## config.mk

```make
export PLATFORM = sky130hd
export DESIGN_NAME = tick_sched_flat
export DESIGN_NICKNAME = d
export VERILOG_FILES = /design/src/rtl/tick_sched_pkg.sv /design/src/rtl/tick_sched_if.sv /design/src/rtl/tick_sched_divider.sv /design/src/rtl/tick_sched.sv /design/src/flat_wrapper.sv
export SDC_FILE = /design/constraint.sdc
export NUM_CORES = 1
export LEC_CHECK = 0
export CORE_MARGIN = 5
export CORE_UTILIZATION = 45
export CTS_CLUSTER_SIZE = 24
export DETAILED_ROUTE_END_ITERATION = 7
export MAX_ROUTING_LAYER = met4
export PLACE_DENSITY_LB_ADDON = 0.1
export SYNTH_ARGS = -nofsm -noshare
export SYNTH_HDL_FRONTEND = slang
export SYNTH_HIERARCHICAL = 1
export SYNTH_SLANG_ARGS = --single-unit
```

## constraint.sdc

```tcl
create_clock -name clk -period 2.9 [get_ports clk]
set_input_delay 0.87 -clock clk [delete_from_list [all_inputs] [get_ports clk]]
set_output_delay 0.87 -clock clk [all_outputs]
set_load 0.005 [all_outputs]
```

## src/rtl/tick_sched_pkg.sv

```systemverilog
// Shared types and defaults for the tick scheduler.
package tick_sched_pkg;
    localparam int CNT_W_DEF = 12;
    localparam int DIV_W_DEF = 8;
    localparam int DIV_MIN   = 1;

    typedef enum logic [1:0] {
        IDLE = 2'd0,
        RUN  = 2'd1,
        FIN  = 2'd2
    } state_t;
endpackage

```

## src/rtl/tick_sched_if.sv

```systemverilog
// Control/status bundle between the test logic (master) and the tick scheduler (slave).
interface tick_sched_if import tick_sched_pkg::*; #(
    parameter int CNT_W = CNT_W_DEF,
    parameter int DIV_W = DIV_W_DEF
);
    logic             start;
    logic             stop;
    logic             hold;
    logic [DIV_W-1:0] div;
    logic [CNT_W-1:0] burst_len;
    logic             tick;
    logic             busy;
    logic             done;
    logic             aborted;
    logic [CNT_W-1:0] tick_count;

    modport master (
        output start, stop, hold, div, burst_len,
        input  tick, busy, done, aborted, tick_count
    );

    modport slave (
        input  start, stop, hold, div, burst_len,
        output tick, busy, done, aborted, tick_count
    );
endinterface

```

## src/rtl/tick_sched_divider.sv

```systemverilog
// tick_divider: modulo-div_i cycle counter; wrap_o is combinational, high on the last count.
// Latency: wrap_o asserts while the count sits at div_i-1; hold_i freezes the count (no backpressure otherwise).
module tick_divider #(
    parameter int DIV_W = 8
) (
    input  logic             clk,
    input  logic             reset_n,
    input  logic             clear_i,
    input  logic             en_i,
    input  logic             hold_i,
    input  logic [DIV_W-1:0] div_i,
    output logic             wrap_o
);
    logic [DIV_W-1:0] cnt_q;
    logic [DIV_W-1:0] cnt_d;
    logic             at_top;

    assign at_top = (cnt_q == (div_i - DIV_W'(1)));
    assign wrap_o = en_i & ~hold_i & at_top;

    always_comb begin
        cnt_d = cnt_q;
        if (clear_i) begin
            cnt_d = '0;
        end else if (en_i && !hold_i) begin
            cnt_d = at_top ? '0 : cnt_q + DIV_W'(1);
        end
    end

    always_ff @(posedge clk or negedge reset_n) begin
        if (!reset_n) begin
            cnt_q <= '0;
        end else begin
            cnt_q <= cnt_d;
        end
    end
endmodule

```

## src/rtl/tick_sched.sv

```systemverilog
// tick_sched: clock-enable scheduler issuing one-cycle ticks every div cycles, burst or free-running.
// Latency: first tick div cycles after start, done one cycle after the last tick; hold pauses, stop aborts.
module tick_sched import tick_sched_pkg::*; #(
    parameter int CNT_W = CNT_W_DEF,
    parameter int DIV_W = DIV_W_DEF
) (
    input  logic         clk,
    input  logic         reset_n,
    tick_sched_if.slave  bus
);
    state_t           state_q;
    logic [DIV_W-1:0] div_q;
    logic [CNT_W-1:0] len_q;
    logic [CNT_W-1:0] cnt_q;
    logic             tick_q;
    logic             busy_q;
    logic             done_q;
    logic             aborted_q;
    logic             wrap;
    logic             burst_end;

    tick_divider #(.DIV_W(DIV_W)) u_div (
        .clk     (clk),
        .reset_n (reset_n),
        .clear_i (state_q == IDLE),
        .en_i    (state_q == RUN),
        .hold_i  (bus.hold),
        .div_i   (div_q),
        .wrap_o  (wrap)
    );

    // The cycle showing the final tick ends the burst; no further wrap may tick.
    assign burst_end = (len_q != '0) && (cnt_q == len_q);

    always_ff @(posedge clk or negedge reset_n) begin
        if (!reset_n) begin
            state_q   <= IDLE;
            div_q     <= DIV_W'(DIV_MIN);
            len_q     <= '0;
            cnt_q     <= '0;
            tick_q    <= 1'b0;
            busy_q    <= 1'b0;
            done_q    <= 1'b0;
            aborted_q <= 1'b0;
        end else begin
            tick_q    <= 1'b0;
            done_q    <= 1'b0;
            aborted_q <= 1'b0;
            case (state_q)
                IDLE: begin
                    if (bus.start && !bus.stop) begin
                        state_q <= RUN;
                        busy_q  <= 1'b1;
                        div_q   <= (bus.div == '0) ? DIV_W'(DIV_MIN) : bus.div;
                        len_q   <= bus.burst_len;
                        cnt_q   <= '0;
                    end
                end
                RUN: begin
                    if (bus.stop) begin
                        state_q   <= FIN;
                        busy_q    <= 1'b0;
                        done_q    <= 1'b1;
                        aborted_q <= 1'b1;
                    end else if (burst_end) begin
                        state_q <= FIN;
                        busy_q  <= 1'b0;
                        done_q  <= 1'b1;
                    end else if (wrap) begin
                        tick_q <= 1'b1;
                        cnt_q  <= cnt_q + CNT_W'(1);
                    end
                end
                FIN: begin
                    state_q <= IDLE;
                end
                default: begin
                    state_q <= IDLE;
                    busy_q  <= 1'b0;
                end
            endcase
        end
    end

    assign bus.tick       = tick_q;
    assign bus.busy       = busy_q;
    assign bus.done       = done_q;
    assign bus.aborted    = aborted_q;
    assign bus.tick_count = cnt_q;
endmodule
```

## src/flat_wrapper.sv

```systemverilog
// flat-port wrapper written by rule: the top's interface ports become plain ports
module tick_sched_flat import tick_sched_pkg::*;
#(
    parameter int CNT_W = CNT_W_DEF,
    parameter int DIV_W = DIV_W_DEF
)
  (clk, reset_n, bus_start, bus_stop, bus_hold, bus_div, bus_burst_len, bus_tick, bus_busy, bus_done, bus_aborted, bus_tick_count);
  tick_sched_if #(.CNT_W(CNT_W), .DIV_W(DIV_W)) bus_i ();
  input  logic clk;
  input  logic reset_n;
  input wire logic [$bits(bus_i.start)-1:0] bus_start;
  input wire logic [$bits(bus_i.stop)-1:0] bus_stop;
  input wire logic [$bits(bus_i.hold)-1:0] bus_hold;
  input wire logic [$bits(bus_i.div)-1:0] bus_div;
  input wire logic [$bits(bus_i.burst_len)-1:0] bus_burst_len;
  output wire logic [$bits(bus_i.tick)-1:0] bus_tick;
  output wire logic [$bits(bus_i.busy)-1:0] bus_busy;
  output wire logic [$bits(bus_i.done)-1:0] bus_done;
  output wire logic [$bits(bus_i.aborted)-1:0] bus_aborted;
  output wire logic [$bits(bus_i.tick_count)-1:0] bus_tick_count;
  assign bus_i.start = bus_start;
  assign bus_i.stop = bus_stop;
  assign bus_i.hold = bus_hold;
  assign bus_i.div = bus_div;
  assign bus_i.burst_len = bus_burst_len;
  assign bus_tick = bus_i.tick;
  assign bus_busy = bus_i.busy;
  assign bus_done = bus_i.done;
  assign bus_aborted = bus_i.aborted;
  assign bus_tick_count = bus_i.tick_count;
  tick_sched #(.CNT_W(CNT_W), .DIV_W(DIV_W)) u_core (.clk(clk), .reset_n(reset_n), .bus(bus_i));
endmodule
```

; ---- Yosys cells after proc, flatten, opt, wreduce, memory -nomap -nowiden
; Cells that the tools add are included.
[word_totals]
memories = 0
latch_bits = 0
ram_bits = 0
register_bits = 46
romBits = 0
out_inout_bits = 16
[op_classes]
multipliers = 0
bitwise = 4
addsub = 3
eq_ne = 9
n_mux = 26
order_cmp = 0
n_div = 0
shift = 0
reduce_logical = 14
[ops]
columns = operator, count
row1 = 2-to-1 mux 12 bit, 4
row2 = 2-to-1 mux 8 bit, 4
row3 = one-hot mux 12 bit (2 select lines), 1
row4 = adder 12 x 1 -> 12 bit (second input constant), 1
row5 = equality test 12 bit, 1
row6 = 2-to-1 mux 1 bit, 12
row7 = nonzero test 12 bit, 1
row8 = adder 8 x 1 -> 8 bit (second input constant), 1
row9 = equality test 8 bit, 1
row10 = logical NOT 8 bit, 1
row11 = subtractor 8 x 1 -> 8 bit (second input constant), 1
row12 = 2-to-1 mux 2 bit, 3
row13 = AND reduction 5 bit, 1
row14 = != test 2 x 1 -> 1 bit (second input constant), 2
row15 = != test 2 bit (second input constant), 2
row16 = one-hot mux 2 bit (2 select lines), 1
row17 = AND reduction 2 bit, 2
row18 = nonzero test 2 bit, 2
row19 = logical AND 1 bit, 3
row20 = != test 3 x 2 -> 1 bit (second input constant), 1
row21 = one-hot mux 1 bit (3 select lines), 1
row22 = AND reduction 3 bit, 1
row23 = bitwise AND 1 bit, 2
row24 = equality test 2 x 1 -> 1 bit (second input constant), 1
row25 = 4 further kinds, 6

; ---- Longest topological paths before layout
[logic_depth]
ltp_word = 7
ltp_mapped = 11
mapped_depth_nobuf = 10

; ---- By module
; Netlist, hierarchy kept.
[modules_own_cells]
columns = mod, seq_area_each_um2, area_each_um2, cells_per_inst, n_inst
row1 = tick_sched, 952.2, 1849.3, 195, 1
row2 = tick_divider, 200.2, 759.5, 90, 1

; ---- Worst setup path before layout
; Ideal clock, no wire load.
[synth_timing]
path_type = reg-to-reg
start = register u_core.div_q[0]
end = register u_core.cnt_q[11], in the netlist u_core/bus.tick_count[11]
setup_time_ns = 0.126
required_time_ns = 2.774
arrival_ns = 2.748
stages_incl_launch_ff = 12
path_slack_ns = 0.026
path_buffers = 1
cell_sequence = dfstp_2 -> inv_1 -> ha_1 -> xnor2_1 -> xnor2_1 -> nor4_1 -> o21ai_2 -> nor3_1 -> and2_1 -> clkbuf_1 -> a21oi_4 -> a221o_1
[synth_via]
elab_chain_cells = 5
[synth_lines]
columns = element, line_no
row1 = start: declaration, tick_sched.sv:12  ; logic [DIV_W-1:0] div_q;
row2 = start signal: assignment, tick_sched.sv:38  ; div_q <= DIV_W'(DIV_MIN);
row3 = start signal: assignment, tick_sched.sv:54  ; div_q <= (bus.div == '0) ? DIV_W'(DIV_MIN) : bus.div;
row4 = subtractor 8 x 1 -> 8 bit, tick_sched_divider.sv:18  ; assign at_top = (cnt_q == (div_i - DIV_W'(1)));
row5 = equality test 8 bit, tick_sched_divider.sv:18
row6 = bitwise AND 1 bit, tick_sched_divider.sv:19  ; assign wrap_o = en_i & ~hold_i & at_top;
row7 = named net u_core.wrap, tick_sched.sv:19  ; logic wrap;
row8 = != test 2 x 1 -> 1 bit (no line), n/a
row9 = AND reduction 5 bit (no line), n/a
row10 = end signal: assignment, tick_sched.sv:71  ; cnt_q <= cnt_q + CNT_W'(1);
row11 = end: declaration, tick_sched.sv:14  ; logic [CNT_W-1:0] cnt_q;
; The timed path passes the listed nets, and every way through them passes these cells.
; A chain may end at the register's enable or synchronous reset.

; ---- Worst setup path in the final report
[layout_timing]
start = register u_core.div_q[0]
end = register u_core.cnt_q[5], in the netlist u_core/bus.tick_count[5]
; Same word-level chain as after synthesis.

==> summary.txt <==
Status
  • Status: finished, final reports clean

Synth
  • Adder-cell area share of the yosys netlist: 0.0144
  • Post-synthesis mux area share: 0.0158
  • Synth unique cells: 58
  • Post-Synth Simple-Gate Area: 0.281
  • Syn_area_per_cell: roughly 9.2 µm²
  • Flops & latches, synth: 46
  • Top post-synthesis cells by area: dfrtp_1 43%, nand2_1 11%, xnor2_1 6.4%
  • Post-Synthesis Cells: 285
  • Yosys warns: 6
  • Largest family of logic cells by synthesized area: simple AND/OR/NAND/NOR gates
  • Area leader, netlist: dfrtp_1
  • Post-synth ARST share: 1.00
  • Synth Flop Type: dfrtp_1
  • Cell Area, Synth: 0.00261 mm²
  • Synth Area in XOR/XNOR: 0.0863
  • Share of the synthesized area in the top cell type: 0.432
  • Register area share after synthesis: 0.442
  • Post-synth EDFFs: 0
  • Post-synthesis net count: between 300 and 400
  • Compound-cell area share of the yosys netlist: 0.127

Global route
  • Number of global-route vias before repair: 2032
  • GRT met2 Usage: 0.258
  • GR Util met3: 0.0346
  • GRT Total Usage: 0.176
  • Met1 Usage GRT: 0.253
  • GRT overflow: 0
  • Initial antenna violation count: 0
  • First-pass GRT wire length: ~10000 µm
  • Largest net degree at the start of global routing: 28
  • GRT Max-Usage Layer: met2

Final layout
  • Most frequent cells in the layout: 76 x nand2_1, 45 x dfrtp_1, 39 x clkdlybuf4s50_1
  • Layout cell share with drive strength beyond 1: 0.124
  • Finished Core Util: 0.573
  • Commonest non-fill, non-tap cell in the layout: nand2_1
  • Total Nets Final: ~360
  • Layout area overhead: 22.4%
  • Final cell count without fillers: approximately 400
  • Ant diodes: 0

Power
  • Power density over the cells: approximately 540 mW/mm²
  • Total power: 1720 µW
  • IR drop worst, VDD: 0.332 mV
  • Static leakage: 0.00144 µW

Timing
  • # setup viols final: 0
  • Setup_tns: 0 ns
  • Clk_skew: between 0.005 and 0.006 ns
  • Max-slew headroom: 0.746
  • RSZ-0062 raised after global routing: no
  • Peak Freq: around 370 MHz
  • Min cycle time layout: between 2 and 3 ns
  • Final hold slack: between 0.4 and 0.5 ns
  • Slew Limit Fails: 0
  • Final Hold Fails: 0
  • Final period utilization: 0.943
  • Worst-Margin Slew: approximately 0.38 ns

Routing
  • TritonRoute pass-1 iters: 5
  • Vias post-DR: about 2100
  • DRC errors left: 0
  • Post-DRT Antenna Nets: 0
  • Initial drt markers: around 140
  • Routed WL per cell: around 15 µm
  • DRT Wirelength: a little under 6000 µm
  • DR vias/cell: 5.27

Floorplan
  • Io pins: slightly above 40
  • Starting Density: 0.468
  • Area of the core: 0.00557 mm²
  • Die area: about 0.0074 mm²
  • Row count: 27
  • Die Wd: between 80 and 90 µm
  • Die Span Y: roughly 86 µm

Clock network
  • Root buffer cell: clkbuf_8
  • H-tree levels: 2
  • Clk sinks: 46
  • Clock Pin Slew Worst Setup and Hold Paths: approximately 0.09 ns
  • CTS max path bufs: 2
  • TritonCTS clock tree: done
  • TritonCTS Buffers: 5
  • Clock Latency Late Sink: between 0.2 and 0.3 ns
  • Post-CTS Setup Inserts: 0

Setup path
  • Worst path required time: roughly 3.1 ns
  • Worst Setup Start Kind: register
  • CP delay by family, top: simple AND/OR/NAND/NOR gates
  • Max incr delay on CP: a little under 0.6 ns
  • CP Capture Type: register
  • Crit path DAT: around 2.9 ns
  • Most used cell, CP: xnor2_1
  • CP Buf/Inv Count: 2
  • Slowest stage cell, crit path: dfstp_2
  • Setup Crit Path Kind: reg2reg
  • CP Max Fanout: 6
  • Worst path cell trace: inv_1 > ha_1 > xnor2_1 > xnor2_1 > nor4_1 > buf_4 > o21ai_2 > nor3_1 > and2_1 > a21oi_4 > a221o_1

Placed design
  • HPWL after detailed placement: 4430 µm
  • Port Buffer Count: 40
  • RePlAce Congestion: 0.838
  • Placed Cells: 395

Worst hold path
  • Hold Path Class: in2async

Run
  • Max Cap Violations: 0
==> cell families after synthesis <==
family,count (synthesis)
flops,46
fa+ha+maj,3
xor+xnor,24
buf+inv,17
simple gates,152
compound gates,39
mux,4
==> metrics by stage <==
step                instance area (µm²)  worst slack (ns)
finish                             3190             0.167
global route                       3190           0.00895
CTS                                3190             0.157
detailed placement                 3090             0.179
global placement                   3090             0.198
floorplan                          2610            0.0259
==> path summary, 6_finish.rpt <==
| path | from | endpoint | slack, ns | depth (start not counted) |
|---|---|---|---|---|
| setup / recovery | u_core/div_q[0] | u_core/bus.tick_count[5] | 0.17 | 11 |
| hold / removal | reset_n | u_core/bus.tick_count[7] | 0.46 | 1 |
| setup reg to reg | u_core/div_q[0] | u_core/bus.tick_count[5] | 0.17 | 11 |
| hold reg to reg | u_core/bus.busy | u_core/bus.busy | 0.50 | 1 |
| max in group asynchronous | reset_n | u_core/div_q[0] | 1.83 | 2 |
| min in group clk | u_core/bus.busy | u_core/bus.busy | 0.50 | 1 |
==> metal layers <==
| metal | vias to the layer above | share of wire |
|---|---|---|
| met1 | 991 | 0.51 |
| met4 | 0 | 0.0075 |
| met3 | 4 | 0.058 |
| li1 | 1077 | - |
| met5 | - | 0 |
| met2 | 51 | 0.43 |
==> registers in the layout, summed over array words and instances, names as in the netlist <==
signal / cells
u_core/bus.busy: 1
u_core/len_q: 12
u_core/bus.tick_count: 12
u_core/bus.tick: 1
u_core/bus.done: 1
u_core/state_q: 2
u_core/u_div/cnt_q: 8
u_core/bus.aborted: 1
u_core/div_q: 8
==> worst reg2reg max path: cells and delay by family (launching register included) <==
kind / cells / cell delay [ns]
simple gates: 3 / 0.77
flops: 1 / 0.58
compound gates: 3 / 0.54
xor+xnor: 2 / 0.27
buf+inv: 2 / 0.23
fa+ha+maj: 1 / 0.21
==> Yosys cell counts, types with 4 or more instances <==
master / instances
and3_1: 10
clkbuf_1: 6
dfrtp_1: 45
inv_1: 6
nand2_1: 76
nand3_1: 11
nand4_1: 4
nor2_1: 17
nor3_1: 7
nor4_1: 5
o21ai_0: 11
xnor2_1: 19
==> final cells by class <==
type / instances / area (µm²)
fillers: 509 / 2380
multi-input cells: 222 / 1370
flip-flops and latches: 46 / 1150
repair buffers: 48 / 455
well taps: 72 / 90.1
clock buffers: 6 / 82.6
inverters: 7 / 26.3
clock inverters: 2 / 12.5
==> report_power, final <==
group | leakage, µW | internal, µW | switching [µW]
combinational | 0.000790 | 232 | 229
clock | 0.0000472 | 192 | 217
sequential | 0.000603 | 735 | 113
total | 0.00144 | 1160 | 559
==> repair_timing <==
| item | in CTS | in global routing |
|---|---|---|
| endpoints found under the hold margin | 0 | 0 |
| gates resized for setup | 0 | 1 |
| setup endpoints to repair | 0 | 3 |
| hold buffers | 0 | 0 |
No activity file was read; power rests on OpenSTA's default activity.
